## src/rtl/nbody_pkg.sv

```systemverilog
// nbody_pkg: shared types and constants for the N-body BRAM datapath.
//   body_t      : {x, y, vx, vy, mass}, 16 bits each, MSB first
//   force_rec_t : {fx[31:0], pad[15:0], fy[31:0]}
//   integ_state_t : body_integrator FSM states
//   sat16       : clamp a 33-bit signed value to 16-bit signed range
package nbody_pkg;

  localparam int BRAM_ADDR_W        = 15;
  localparam int BRAM_RD_LAT        = 2;
  localparam int FORCE_BASE_DEFAULT = 400;

  typedef struct packed {
    logic signed [15:0] x;
    logic signed [15:0] y;
    logic signed [15:0] vx;
    logic signed [15:0] vy;
    logic        [15:0] mass;
  } body_t;

  typedef struct packed {
    logic signed [31:0] fx;
    logic        [15:0] pad;
    logic signed [31:0] fy;
  } force_rec_t;

  typedef enum logic [3:0] {
    S_IDLE,
    S_RD_BODY,
    S_WAIT_BODY,
    S_LATCH_BODY,
    S_RD_FORCE,
    S_WAIT_FORCE,
    S_LATCH_FORCE,
    S_COMPUTE,
    S_WRITE,
    S_CLEAR,
    S_NEXT,
    S_DONE
  } integ_state_t;

  function automatic logic signed [15:0] sat16(input logic signed [32:0] v);
    if (v > 33'sd32767)
      return 16'sh7fff;
    else if (v < -33'sd32768)
      return 16'sh8000;
    else
      return v[15:0];
  endfunction

endpackage

```

## src/rtl/euler_update.sv

```systemverilog
// euler_update: combinational semi-implicit Euler step, dt = 2^-DT_SHIFT.
//   body      in  : current body
//   force_rec in  : accumulated force record for that body
//   body_next out : updated body (velocity first, then position from the
//                   new velocity), each component saturated to 16 bits
module euler_update
  import nbody_pkg::*;
#(
  parameter int DT_SHIFT = 4
) (
  input  body_t      body,
  input  force_rec_t force_rec,
  output body_t      body_next
);

  logic signed [32:0] fx_ext, fy_ext, vx_sum, vy_sum;
  logic signed [15:0] vx_new, vy_new;
  logic signed [16:0] vxn_ext, vyn_ext, x_sum, y_sum;
  logic               unused_pad;

  assign unused_pad = ^force_rec.pad;

  always_comb begin
    fx_ext  = 33'(force_rec.fx);
    fy_ext  = 33'(force_rec.fy);
    vx_sum  = 33'(body.vx) + (fx_ext >>> DT_SHIFT);
    vy_sum  = 33'(body.vy) + (fy_ext >>> DT_SHIFT);
    vx_new  = sat16(vx_sum);
    vy_new  = sat16(vy_sum);
    vxn_ext = 17'(vx_new);
    vyn_ext = 17'(vy_new);
    x_sum   = 17'(body.x) + (vxn_ext >>> DT_SHIFT);
    y_sum   = 17'(body.y) + (vyn_ext >>> DT_SHIFT);

    body_next.x    = sat16(33'(x_sum));
    body_next.y    = sat16(33'(y_sum));
    body_next.vx   = vx_new;
    body_next.vy   = vy_new;
    body_next.mass = body.mass;
  end

endmodule

```

## src/rtl/body_integrator.sv

```systemverilog
// body_integrator: walks bodies 0..N-1, reads body i and its force record at
// FORCE_BASE+i, applies euler_update and writes the new body back to i.
//   clk, reset (sync, active low), start (sampled in IDLE/DONE only)
//   busy, done            : status
//   mem_addr/wdata/wren   : shared BRAM port (read and write share mem_addr)
//   mem_rdata             : BRAM q, valid 2 cycles after address
// Build option: INTEGRATOR_CLEAR_FORCE_EN inserts a CLEAR state after WRITE
// that zeroes the force record of the body just written.
module body_integrator
  import nbody_pkg::*;
#(
  parameter int N          = 16,
  parameter int FORCE_BASE = FORCE_BASE_DEFAULT,
  parameter int DT_SHIFT   = 4
) (
  input  logic                   clk,
  input  logic                   reset,
  input  logic                   start,
  output logic                   busy,
  output logic                   done,
  output logic [BRAM_ADDR_W-1:0] mem_addr,
  output logic [79:0]            mem_wdata,
  output logic                   mem_wren,
  input  logic [79:0]            mem_rdata
);

  localparam int                     CW   = $clog2(N + 1);
  localparam logic [CW-1:0]          LAST = CW'(N - 1);
  localparam logic [BRAM_ADDR_W-1:0] FB   = BRAM_ADDR_W'(FORCE_BASE);

  integ_state_t              state, state_next;
  logic [CW-1:0]             idx;
  body_t                     body_q, result_q, result_d;
  force_rec_t                force_q;
  logic [BRAM_ADDR_W-1:0]    addr_body, addr_force;

  assign addr_body  = BRAM_ADDR_W'(idx);
  assign addr_force = FB + addr_body;

  euler_update #(
    .DT_SHIFT (DT_SHIFT)
  ) u_euler (
    .body      (body_q),
    .force_rec (force_q),
    .body_next (result_d)
  );

  always_ff @(posedge clk) begin
    if (!reset) begin
      state    <= S_IDLE;
      idx      <= '0;
      body_q   <= '0;
      force_q  <= '0;
      result_q <= '0;
    end else begin
      state <= state_next;
      case (state)
        S_IDLE, S_DONE: if (start) idx <= '0;
        S_LATCH_BODY:   body_q   <= body_t'(mem_rdata);
        S_LATCH_FORCE:  force_q  <= force_rec_t'(mem_rdata);
        S_COMPUTE:      result_q <= result_d;
        S_NEXT:         idx      <= idx + CW'(1);
        default: ;
      endcase
    end
  end

  always_comb begin
    state_next = state;
    busy       = 1'b1;
    done       = 1'b0;
    mem_addr   = '0;
    mem_wdata  = '0;
    mem_wren   = 1'b0;
    case (state)
      S_IDLE: begin
        busy = 1'b0;
        if (start) state_next = S_RD_BODY;
      end
      S_RD_BODY: begin
        mem_addr   = addr_body;
        state_next = S_WAIT_BODY;
      end
      S_WAIT_BODY: begin
        mem_addr   = addr_body;
        state_next = S_LATCH_BODY;
      end
      S_LATCH_BODY: begin
        mem_addr   = addr_body;
        state_next = S_RD_FORCE;
      end
      S_RD_FORCE: begin
        mem_addr   = addr_force;
        state_next = S_WAIT_FORCE;
      end
      S_WAIT_FORCE: begin
        mem_addr   = addr_force;
        state_next = S_LATCH_FORCE;
      end
      S_LATCH_FORCE: begin
        mem_addr   = addr_force;
        state_next = S_COMPUTE;
      end
      S_COMPUTE: state_next = S_WRITE;
      S_WRITE: begin
        mem_addr  = addr_body;
        mem_wren  = 1'b1;
        mem_wdata = result_q;
`ifdef INTEGRATOR_CLEAR_FORCE_EN
        state_next = S_CLEAR;
`else
        state_next = S_NEXT;
`endif
      end
`ifdef INTEGRATOR_CLEAR_FORCE_EN
      S_CLEAR: begin
        mem_addr   = addr_force;
        mem_wren   = 1'b1;
        state_next = S_NEXT;
      end
`endif
      S_NEXT: state_next = (idx < LAST) ? S_RD_BODY : S_DONE;
      S_DONE: begin
        busy = 1'b0;
        done = 1'b1;
        if (start) state_next = S_RD_BODY;
      end
      default: begin
        busy       = 1'b0;
        state_next = S_IDLE;
      end
    endcase
  end

endmodule

```

## config.mk

```make
export PLATFORM = sky130hd
export DESIGN_NAME = body_integrator
export DESIGN_NICKNAME = d
export VERILOG_FILES = /design/src/rtl/nbody_pkg.sv /design/src/rtl/euler_update.sv /design/src/rtl/body_integrator.sv
export SDC_FILE = /design/constraint.sdc
export NUM_CORES = 1
export LEC_CHECK = 0
export CAP_MARGIN = 25
export CORE_MARGIN = 2
export CORE_UTILIZATION = 52
export CTS_BUF_LIST = sky130_fd_sc_hd__clkbuf_4 sky130_fd_sc_hd__clkbuf_8
export CTS_CLUSTER_SIZE = 30
export DETAILED_ROUTE_END_ITERATION = 7
export PLACE_DENSITY = 0.89
export SYNTH_ARGS = -nofsm -noshare
export SYNTH_HDL_FRONTEND = slang
export SYNTH_SLANG_ARGS = --single-unit
```

## constraint.sdc

```tcl
create_clock -name clk -period 5.8 [get_ports clk]
set_input_delay 1.16 -clock clk [delete_from_list [all_inputs] [get_ports clk]]
set_output_delay 1.16 -clock clk [all_outputs]
set_load 0.03 [all_outputs]
```

[Word-level counts from Yosys, hierarchy flattened]
Cells that the tools add are included.
Storage, ports and cells
  output and inout bits: 98
  register bits: 233
  input bits: 83
  logic and storage cells: 65
Cells by class
  $lt $le $gt $ge: 9
  add/sub/neg operators: 6
  equality and inequality tests: 11
  muxes and demuxes: 18
  reductions and logical operators: 7
Operators with widths (number)
  2-to-1 mux 16 bit: 8
  2-to-1 mux 80 bit: 1
  > comparator 33 x 16 -> 1 bit, second input constant: 2
  < comparator 33 x 16 -> 1 bit, second input constant: 2
  adder 16 x 28 -> 29 bit: 2
  one-hot mux 4 bit (10 select lines): 1
  adder 16 x 12 -> 17 bit: 2
  > comparator 17 x 16 -> 1 bit, second input constant: 2
  < comparator 17 x 16 -> 1 bit, second input constant: 2
  one-hot mux 10 bit (2 select lines): 1
  == test 4 x 3 -> 1 bit, second input constant: 4
  == test 4 bit, second input constant: 3
  adder 9 x 5 -> 10 bit, first input constant: 1
  one-hot mux 5 bit (2 select lines): 1
  OR reduction 9 bit: 1
  == test 4 x 2 -> 1 bit, second input constant: 2
  2-to-1 mux 4 bit: 2
  adder 5 x 1 -> 5 bit, second input constant: 1
  < comparator 5 x 4 -> 1 bit, second input constant: 1
  2-to-1 mux 5 bit: 1
  == test 4 x 1 -> 1 bit, second input constant: 1
  logical NOT 4 bit: 1
  OR reduction 4 bit: 1
  2-to-1 mux 1 bit: 3
  other kinds (5): 5

[Longest topological paths before layout]
Gate-level depths: netlist of the first run.
  word-level depth: 8
  gate-level depth with buffers: 29
  mapped depth without buffers: 28

[Hierarchy]
A second synthesis of the first run with hierarchy kept.
Second synthesis, totals
  cell total of the unflattened synthesis: 2045
  area, all modules: 15880.2 µm²
By module, submodules not included
  body_integrator: area each 10035.9 µm², cells an instance 1220, times used 1, sequential area each 4984.8 µm²
  euler_update: area each 5844.4 µm², cells an instance 825, times used 1, sequential area each 0.0 µm²

[Worst setup path after synthesis of the first run]
No wires, ideal clock.
  path kind: flip-flop to flip-flop
  from: register body_q[40] (netlist bit)
  to: register result_q[69] (netlist bit)
  slack: -0.235 ns
  path buffers: 2
  data required time: 5.668 ns
  cell stages (with the launch flop): 27
  setup time: 0.132 ns
  clock period less this slack: 6.035 ns
  arrival: 5.903 ns
  cell sequence: dfxtp_1 > ha_1 > a21o_1 > a22o_2 > a211oi_1 > o21ai_0 > xor2_1 > nand2_1 > nor4b_1 > or4b_1 > o31ai_4 > buf_6 > nand2_1 > nand2_1 > ha_1 > nor2b_1 > o21ai_1 > a21oi_1 > or2_2 > o311ai_1 > a31oi_1 > a31oi_1 > o21ai_0 > mux2i_1 > clkbuf_1 > maj3_1 > a21oi_1
RTL lines
  start, declared: line body_integrator.sv:33  | body_t body_q, result_q, result_d;
  start signal, assigned: line body_integrator.sv:59  | S_LATCH_BODY: body_q <= body_t'(mem_rdata);
  end signal, assigned: line body_integrator.sv:61  | S_COMPUTE: result_q <= result_d;
  end, declared: line body_integrator.sv:33

==> impl_metrics.env, run 1 <==
export IMPL_layoutNonFillerInstCount=2481
export IMPL_cp_slowest_cell="or4b_4"
export IMPL_vias_per_cell=6.15
export IMPL_ys_dominant_reg_cell="dfxtp_1"
export IMPL_grt_pass1_vias=14200
export IMPL_status="finished, violations left"
export IMPL_cap_violations=0
export IMPL_place_hpwl_mm=30.3
export IMPL_cp_end_kind="register"
export IMPL_htree_levels=2
export IMPL_p_int_mw=3.01
export IMPL_placed_area_mm2=0.0167
export IMPL_grt_first_pass_wirelength_mm=70.6
export IMPL_clkTransAtPathRegs_ps=60
export IMPL_netlist_area_mm2=0.0142
export IMPL_via_count=15300
export IMPL_clock_latency_ps=560
export IMPL_synth_edf_count=0
export IMPL_syn_inst=1825
export IMPL_period_share_pct=109
export IMPL_routed_wl_mm=48.9
export IMPL_clockRootBuffer="clkbuf_8"
export IMPL_rr_startpoint="body_q[34]"
export IMPL_fp_dieArea_mm2=0.0286
export IMPL_cp_endpoint="result_q[77]"
export IMPL_worst_ep_required_time_ps=6270
export IMPL_ir_drop_uv=239
export IMPL_fin_skew_ps=24.9
export IMPL_combPwrFrac_pct=22.0
export IMPL_critPathKind="register to register"
export IMPL_power_share_switching_pct=28.5
export IMPL_setup_viol=32
export IMPL_ys_ff_latch=225
export IMPL_numCtsBuffers=40
export IMPL_row_count=60
export IMPL_diodes=0
export IMPL_start_kind="register"
export IMPL_async_reset_ff_share_pct=0
export IMPL_power_density_mw_per_mm2=220
export IMPL_gp_congestion=0.933
export IMPL_holdCritPathClass="register to register"
export IMPL_r2r_slack_ps=-500
export IMPL_ant_nets=0
export IMPL_p_sw_mw=1.20
export IMPL_rsz0062_at_grt="yes"
export IMPL_period_minus_slack_ps=6300
export IMPL_path_max_fanout=5
export IMPL_critical_path_startpoint="body_q[34]"
export IMPL_reg2regPathDepth=29
export IMPL_slowest_delay_ps=500
export IMPL_drive_above_1_share_pct=21.9
export IMPL_clock_sink_count=225
export IMPL_track_usage_pct=30.1
export IMPL_fin_setup_tns_ps=-8360
export IMPL_clockBufferDepth=3
export IMPL_holdWs_ps=448
export IMPL_syn_avg_cell_area_um2=7.76
export IMPL_final_hold_violation_count=0
export IMPL_initialDrtViolationCount=1479
export IMPL_cts_tree="done"
export IMPL_area_growth_pct=35.4
export IMPL_grt_max_degree=124
export IMPL_ys_warn_count=0
export IMPL_nets=2290
export IMPL_fin_area_mm2=0.0192
export IMPL_gr_total_overflow=0
export IMPL_power_leakage_nw=7.78
export IMPL_slew_viol_final=0
export IMPL_relSlewSlack_pct=29.7
export IMPL_dpl_cell_count=2338
export IMPL_reg2reg_to="result_q[77]"
export IMPL_start_util_pct=52.7
export IMPL_fin_ws_ps=-502
export IMPL_synth_cell_types=86
export IMPL_io_pins=181
export IMPL_crit_arrival_ps=6780
export IMPL_pwr_share_seq_pct=37.8
export IMPL_coreArea_mm2=0.0269
export IMPL_dieHeight_um=169
export IMPL_routedWlPerCell_um=19.7
export IMPL_route_detailed_drc=0
export IMPL_antenna_found_initial=0
export IMPL_fmax_ghz=0.159
export IMPL_p_clk_share_pct=40.2
export IMPL_die_x_um=169
export IMPL_violations="setup timing"
export IMPL_seq_area_frac_synth_pct=31.8
export IMPL_first_pass_iters=6
export IMPL_port_buffers=173
export IMPL_worstMarginPinSlew_ps=1050
export IMPL_hold_buffers=0
cell type report:
cell class	instances	area (µm²)
Clock buffer	58	754
Clock inverter	10	155
Fill cell	1911	7710
Inverter	45	169
Multi-Input combinational cell	1444	9930
Sequential cell	225	4520
Tap cell	341	427
Timing Repair Buffer	358	3200
through the flow:
step	worst slack (ps)	total power, mW	util [%]
6_report	-502	4.21	71.3
3_5_place_dp	-500	2.33	62.3
3_3_place_gp	-262	2.32	62.3
5_1_grt	-526	4.34	71.3
2_1_floorplan	3.24	2.07	-
4_1_cts	0.352	4.04	67.7
placed cells by master (no fill, tap or decap), types with 24 or more instances in the layout:
| cell | n |
|---|---|
| o21ai_0 | 66 |
| a21o_1 | 26 |
| clkbuf_8 | 51 |
| nor3_1 | 24 |
| xnor2_1 | 35 |
| dfxtp_1 | 209 |
| a21oi_2 | 36 |
| nand2_1 | 398 |
| clkdlybuf4s50_1 | 172 |
| a21boi_0 | 156 |
| and3_1 | 91 |
| a21oi_1 | 74 |
| nand3_1 | 37 |
| inv_1 | 38 |
| nor2_1 | 61 |
| ha_1 | 69 |
| buf_4 | 169 |
how the worst min path moves through the flow:
stage | slack (ps) | start | to | cells past startpoint
3_5_place_dp | 440 | result_q[48] | result_q[48] | 2
3_3_place_gp | 430 | result_q[49] | result_q[49] | 2
6_report | 450 | result_q[48] | result_q[48] | 2
5_1_grt | 480 | result_q[17] | result_q[17] | 2
4_1_cts | 460 | result_q[48] | result_q[48] | 2
2_1_floorplan | 420 | result_q[28] | result_q[28] | 2
cell families after synthesis:
group                    after synthesis  synth area share (%)
AO/OA/AOI/OAI                        521                  25.3
XOR/XNOR                              60                  3.77
adder cells (fa/ha/maj)              114                  9.92
buffers and inverters                162                  4.60
flip-flops                           225                  31.8
multiplexers                           3                 0.212
other                                  1                0.0265
AND/OR/NAND/NOR                      739                  24.3
registers in the layout (all words and copies together) (netlist names):
name      flops
body_q       80
state         4
force_q      56
idx           5
result_q     80
Yosys cell counts (17+ instances only):
cell	n	share of area (%)
a21boi_0	157	8.3
a21o_1	28	1.5
a21oi_1	99	3.5
and2_1	18	0.80
and3_1	92	4.1
clkbuf_1	99	2.6
dfxtp_1	225	32
ha_1	89	7.9
inv_1	44	1.2
maj3_1	21	1.5
nand2_1	405	11
nand2b_1	17	0.75
nand3_1	37	1.3
nor2_1	67	1.8
nor2b_1	23	1.0
nor3_1	28	0.99
o21ai_0	79	2.8
xnor2_1	36	2.2
xor2_1	23	1.4
power groups by stage:
stage	combinational (mW)	clock (mW)	sequential, mW
after floorplan	0.456	0	1.61
after detailed placement	0.708	0	1.62
after global routing	0.978	1.77	1.59
after global placement	0.698	0	1.62
after CTS	0.750	1.70	1.59
final	0.926	1.69	1.59
what timing repair did:
item,4_1_cts,5_1_grt
setup endpoints to repair,32,33
resized for setup,51,174
setup buffers,43,35
endpoints found under the hold margin,0,0
pin swaps,48,104
gates cloned,1,1
routing by layer:
metal / vias to the layer above / wire (µm) / global-route usage [%]
met4: 0 / 2870 / 13.7
met5: - / 0 / 0
met2: 862 / 22800 / 51.7
met1: 7193 / 19100 / 37.1
met3: 237 / 4050 / 4.93
li1: 6977 / - / -
worst max-delay path, delay by kind of cell, from the launching register on:
kind	cells	cell delay [ps]
xor gates and xnor gates	1	300
buffers and inverters	4	520
adders and majority gates	4	1100
AOI/OAI and AO/OA	12	2340
DFF	1	340
and+or+nand+nor	7	1480
muxes	1	130
Power figures use the tool's default switching activity.
==> inputs of run 2 (changes only) <==
--- a/config.mk
+++ b/config.mk
@@ -7,11 +7,12 @@
 export LEC_CHECK = 0
 export CAP_MARGIN = 25
 export CORE_MARGIN = 2
-export CORE_UTILIZATION = 52
+export CORE_UTILIZATION = 53
 export CTS_BUF_LIST = sky130_fd_sc_hd__clkbuf_4 sky130_fd_sc_hd__clkbuf_8
 export CTS_CLUSTER_SIZE = 30
 export DETAILED_ROUTE_END_ITERATION = 7
 export PLACE_DENSITY = 0.89
 export SYNTH_ARGS = -nofsm -noshare
 export SYNTH_HDL_FRONTEND = slang
+export SYNTH_HIERARCHICAL = 1
 export SYNTH_SLANG_ARGS = --single-unit
==> impl_metrics.env, run 2 <==
export IMPL_first_pass_iters=5
export IMPL_worstMarginPinSlew_ps=1040
export IMPL_p_clk_share_pct=42.4
export IMPL_clockRootBuffer="clkbuf_8"
export IMPL_fin_setup_tns_ps=0
export IMPL_ir_drop_uv=147
export IMPL_power_leakage_nw=7.11
export IMPL_cap_violations=0
export IMPL_coreArea_mm2=0.0279
export IMPL_area_growth_pct=23.1
export IMPL_placed_area_mm2=0.0170
export IMPL_clock_latency_ps=560
export IMPL_holdCritPathClass="register to register"
export IMPL_final_cell_mix="nand2_1, dfxtp_1, a21boi_1, clkdlybuf4s50_1, and2_1"
export IMPL_reg2regPathDepth=27
export IMPL_fmax_ghz=0.173
export IMPL_power_share_switching_pct=27.1
export IMPL_relSlewSlack_pct=30.5
export IMPL_worst_ep_required_time_ps=6270
export IMPL_power_density_mw_per_mm2=218
export IMPL_netlist_area_mm2=0.0150
export IMPL_holdCritStartpoint="result_q[14]"
export IMPL_route_detailed_drc=0
export IMPL_r2r_slack_ps=10
export IMPL_vias_per_cell=5.84
export IMPL_htree_levels=2
export IMPL_path_max_fanout=8
export IMPL_grt_first_pass_wirelength_mm=66.6
export IMPL_nets=2290
export IMPL_gr_total_overflow=0
export IMPL_clock_sink_count=225
export IMPL_start_util_pct=53.9
export IMPL_dpl_cell_count=2425
export IMPL_via_count=14700
export IMPL_cp_end_kind="register"
export IMPL_final_hold_violation_count=0
export IMPL_crit_arrival_ps=6260
export IMPL_antenna_found_initial=1
export IMPL_combPwrFrac_pct=18.0
export IMPL_critPathKind="register to register"
export IMPL_ant_nets=0
export IMPL_setup_viol=0
export IMPL_row_count=61
export IMPL_p_int_mw=2.93
export IMPL_start_kind="register"
export IMPL_rr_startpoint="body_q[34]"
export IMPL_status="finished, final reports clean"
export IMPL_layoutNonFillerInstCount=2522
export IMPL_port_buffers=173
export IMPL_gp_congestion=0.977
export IMPL_syn_avg_cell_area_um2=7.72
export IMPL_grt_pass1_vias=13500
export IMPL_hold_end="result_q[14]"
export IMPL_routedWlPerCell_um=17.6
export IMPL_reg2reg_to="result_q[69]"
export IMPL_syn_inst=1946
export IMPL_initialDrtViolationCount=1403
export IMPL_clkTransAtPathRegs_ps=60
export IMPL_track_usage_pct=27.6
export IMPL_place_hpwl_mm=31.3
export IMPL_ys_warn_count=6
export IMPL_drive_above_1_share_pct=12.1
export IMPL_slew_viol_final=0
export IMPL_pwr_share_seq_pct=39.5
export IMPL_reg_largest_list="body_q: 80 flops, result_q: 80 flops, force_q: 56 flops"
export IMPL_numCtsBuffers=40
export IMPL_cts_tree="done"
export IMPL_grt_max_degree=119
export IMPL_dieHeight_um=172
export IMPL_fp_dieArea_mm2=0.0297
export IMPL_io_pins=181
export IMPL_period_share_pct=99.8
export IMPL_hold_depth=2
export IMPL_die_x_um=172
export IMPL_period_minus_slack_ps=5790
export IMPL_mostFrequentLayoutCell="nand2_1"
export IMPL_fin_area_mm2=0.0185
export IMPL_p_sw_mw=1.09
export IMPL_routed_wl_mm=44.4
export IMPL_power_mw=4.02
export IMPL_fin_skew_ps=37.5
export IMPL_clockBufferDepth=3
-- run 2: layer usage --
layer | up-vias | wire length [µm] | track usage [%]
met2 | 638 | 20200 | 44.3
met5 | - | 0 | 0
met4 | 0 | 1270 | 9.72
met1 | 6934 | 19800 | 38.1
li1 | 7034 | - | -
met3 | 113 | 3050 | 3.69
-- run 2: metrics by stage --
step / utilization (%) / hold WS [ps] / setup slack (ps)
floorplan: - / 430 / 48.6
detailed placement: 61.1 / 442 / -404
global placement: 61.0 / 436 / -101
finish: 66.4 / 448 / 13.3
global route: 66.4 / 461 / -230
CTS: 64.7 / 451 / 22.5
-- run 2: how the worst max path moves through the flow --
stage	startpoint	to	slack, ps
after floorplan	body_q[32]	result_q[72]	50
after global placement	force_q[4]	result_q[62]	-100
after detailed placement	body_q[32]	result_q[64]	-400
after CTS	body_q[32]	result_q[70]	20
after global routing	force_q[54]	result_q[69]	-230
final	body_q[34]	result_q[69]	10
-- run 2: power groups by stage --
stage,clock [mW],sequential [mW],combinational [mW]
floorplan,0,1.61,0.469
global placement,0,1.62,0.628
detailed placement,0,1.62,0.646
CTS,1.72,1.59,0.666
global route,1.79,1.59,0.772
finish,1.71,1.59,0.725
-- run 2: critical path, cell delays in order, from the launching register on --
cell,delay [ps]
dfxtp_1,320
ha_1,400
o211ai_1,140
o211ai_2,240
a21oi_1,130
a2111o_1,450
buf_4,160
a211oi_1,280
o21ai_0,150
a21oi_2,350
nor4_4,90
buf_4,180
o22ai_2,170
ha_2,210
inv_1,50
fa_2,360
nor2b_1,150
o21a_1,170
o21ai_2,70
a21o_1,200
a21boi_2,150
o21a_1,210
o21ai_1,140
a31oi_4,250
clkbuf_16,210
maj3_1,160
nand2_1,80
a21boi_1,240
-- run 2: area by class of cell --
type / count / area (µm²)
antenna: 1 / 2.50
clock buffer: 59 / 762
fill: 2234 / 9370
sequential: 225 / 4510
tap: 378 / 473
timing repair buffer: 259 / 2420
multi-input combinational: 1542 / 9980
inverter: 46 / 173
clock inverter: 12 / 169
-- run 2: what timing repair did --
action,4_1_cts,5_1_grt
setup endpoints to repair,31,32
buffers inserted,3,18
resized for setup,10,68
hold buffers,0,0
cloned,1,3
pin swaps,5,30
==> inputs of run 3 (changes only) <==
--- a/config.mk
+++ b/config.mk
@@ -11,6 +11,7 @@
 export CTS_BUF_LIST = sky130_fd_sc_hd__clkbuf_4 sky130_fd_sc_hd__clkbuf_8
 export CTS_CLUSTER_SIZE = 30
 export DETAILED_ROUTE_END_ITERATION = 7
+export MAX_ROUTING_LAYER = met4
 export PLACE_DENSITY = 0.89
 export SYNTH_ARGS = -nofsm -noshare
 export SYNTH_HDL_FRONTEND = slang
==> impl_metrics.env, run 3 (same netlist as run 2, synthesis figures left out) <==
export IMPL_hold_buffers=0
export IMPL_routed_wl_mm=44.0
export IMPL_clock_sink_count=225
export IMPL_cap_violations=0
export IMPL_ant_nets=0
export IMPL_gp_congestion=0.973
export IMPL_fin_util_pct=65.9
export IMPL_ir_drop_uv=154
export IMPL_setup_viol=0
export IMPL_power_density_mw_per_mm2=212
export IMPL_first_pass_iters=5
export IMPL_initialDrtViolationCount=1316
export IMPL_die_x_um=172
export IMPL_crit_arrival_ps=6180
export IMPL_via_count=14500
export IMPL_gr_total_overflow=0
export IMPL_period_share_pct=99.1
export IMPL_relSlewSlack_pct=39.4
export IMPL_dpl_cell_count=2426
export IMPL_place_hpwl_mm=31.6
export IMPL_layoutNonFillerInstCount=2516
export IMPL_row_count=61
export IMPL_cp_common_cell="buf_4"
export IMPL_mostFrequentLayoutCell="nand2_1"
export IMPL_fmax_ghz=0.174
export IMPL_route_detailed_drc=0
export IMPL_drive_above_1_share_pct=12.4
export IMPL_period_minus_slack_ps=5750
export IMPL_htree_levels=2
export IMPL_fp_dieArea_mm2=0.0297
export IMPL_clock_latency_ps=550
export IMPL_port_buffers=173
export IMPL_clockRootBuffer="clkbuf_8"
export IMPL_start_util_pct=53.9
export IMPL_final_hold_violation_count=0
export IMPL_clockBufferDepth=3
export IMPL_nets=2283
export IMPL_cts_tree="done"
export IMPL_critPathKind="register to register"
export IMPL_numCtsBuffers=39
export IMPL_io_pins=181
export IMPL_antenna_found_initial=3
export IMPL_grt_first_pass_wirelength_mm=67.8
export IMPL_slowest_delay_ps=470
export IMPL_fin_skew_ps=18.9
export IMPL_status="finished, final reports clean"
export IMPL_path_max_fanout=8
export IMPL_grt_max_degree=84
export IMPL_start_kind="register"
export IMPL_reg_largest_list="body_q: 80 flops, result_q: 80 flops, force_q: 56 flops"
export IMPL_vias_per_cell=5.77
export IMPL_routedWlPerCell_um=17.5
export IMPL_worstMarginPinSlew_ps=908
export IMPL_power_leakage_nw=7.04
export IMPL_cp_slowest_cell="o41a_1"
export IMPL_grt_pass1_vias=13500
export IMPL_cp_end_kind="register"
export IMPL_area_growth_pct=22.3
export IMPL_coreArea_mm2=0.0279
export IMPL_dieHeight_um=172
export IMPL_track_usage_pct=29.1
export IMPL_final_cell_mix="nand2_1, dfxtp_1, a21boi_1, clkdlybuf4s50_1, and2_1"
export IMPL_power_mw=3.89
export IMPL_holdWs_ps=446
export IMPL_slew_viol_final=0
export IMPL_holdCritPathClass="register to register"
export IMPL_clkTransAtPathRegs_ps=60
export IMPL_worst_ep_required_time_ps=6230
[run 3: cell types whose count changed in the layout (fill, tap and decap cells not counted), moves of 3 or more]
cell	previous run	this run
ha_2	7	14
buf_4	82	76
ha_1	77	73
a21oi_1	84	81
a21oi_2	5	8
clkbuf_8	51	48
ha_4	5	2
[run 3: per-stage QoR]
step                worst slack [ps]  area (µm²)  setup TNS [ps]
floorplan                       48.6       15100               0
global placement                -103       17000            -553
detailed placement              -173       17000           -2730
CTS                             1.53       17900               0
global route                    -132       18400           -1520
finish                          51.4       18400               0
[run 3: cell type report]
class | count | area [µm²]
multi-input cells | 1540 | 9930
fillers | 2242 | 9490
flip-flops and latches | 225 | 4510
repair buffers | 255 | 2420
clock buffers | 58 | 736
well taps | 378 | 473
inverters | 46 | 173
clock inverters | 11 | 114
diodes | 3 | 7.51
[run 3: final timing paths]
| path | start | end | slack [ps] | depth (start not counted) |
|---|---|---|---|---|
| hold / removal | result_q[25] | result_q[25] | 450 | 2 |
| setup / recovery | force_q[4] | result_q[48] | 50 | 32 |
| setup reg to reg | force_q[4] | result_q[48] | 50 | 32 |
| hold reg to reg | result_q[25] | result_q[25] | 450 | 2 |
[run 3: per-layer routing]
layer	vias up	global-route usage (%)	routed length [µm]
met1	6859	38.5	19900
met5	-	-	0
li1	7014	-	-
met4	0	9.90	1450
met2	543	45.3	19800
met3	101	4.49	2850
[run 3: critical path, delay by kind of cell, from the launching register on]
family / cells / cell delay (ps)
AND/OR/NAND/NOR: 3 / 290
XOR/XNOR: 1 / 90
adder cells (fa/ha/maj): 5 / 1140
buffers and inverters: 8 / 1080
AO/OA/AOI/OAI: 15 / 2680
flip-flops: 1 / 330
[run 3: power by group]
group | internal [mW] | switching [mW] | leakage, nW
Combinational | 0.335 | 0.376 | 4.78
Clock | 0.905 | 0.688 | 0.448
Sequential | 1.57 | 0.0239 | 1.82
[run 3: timing repair]
| action | in CTS | in global routing |
|---|---|---|
| setup buffers | 1 | 16 |
| resized for setup | 6 | 84 |
| cloned | 0 | 1 |
| setup endpoints to repair | 31 | 32 |
| pin swaps | 4 | 33 |
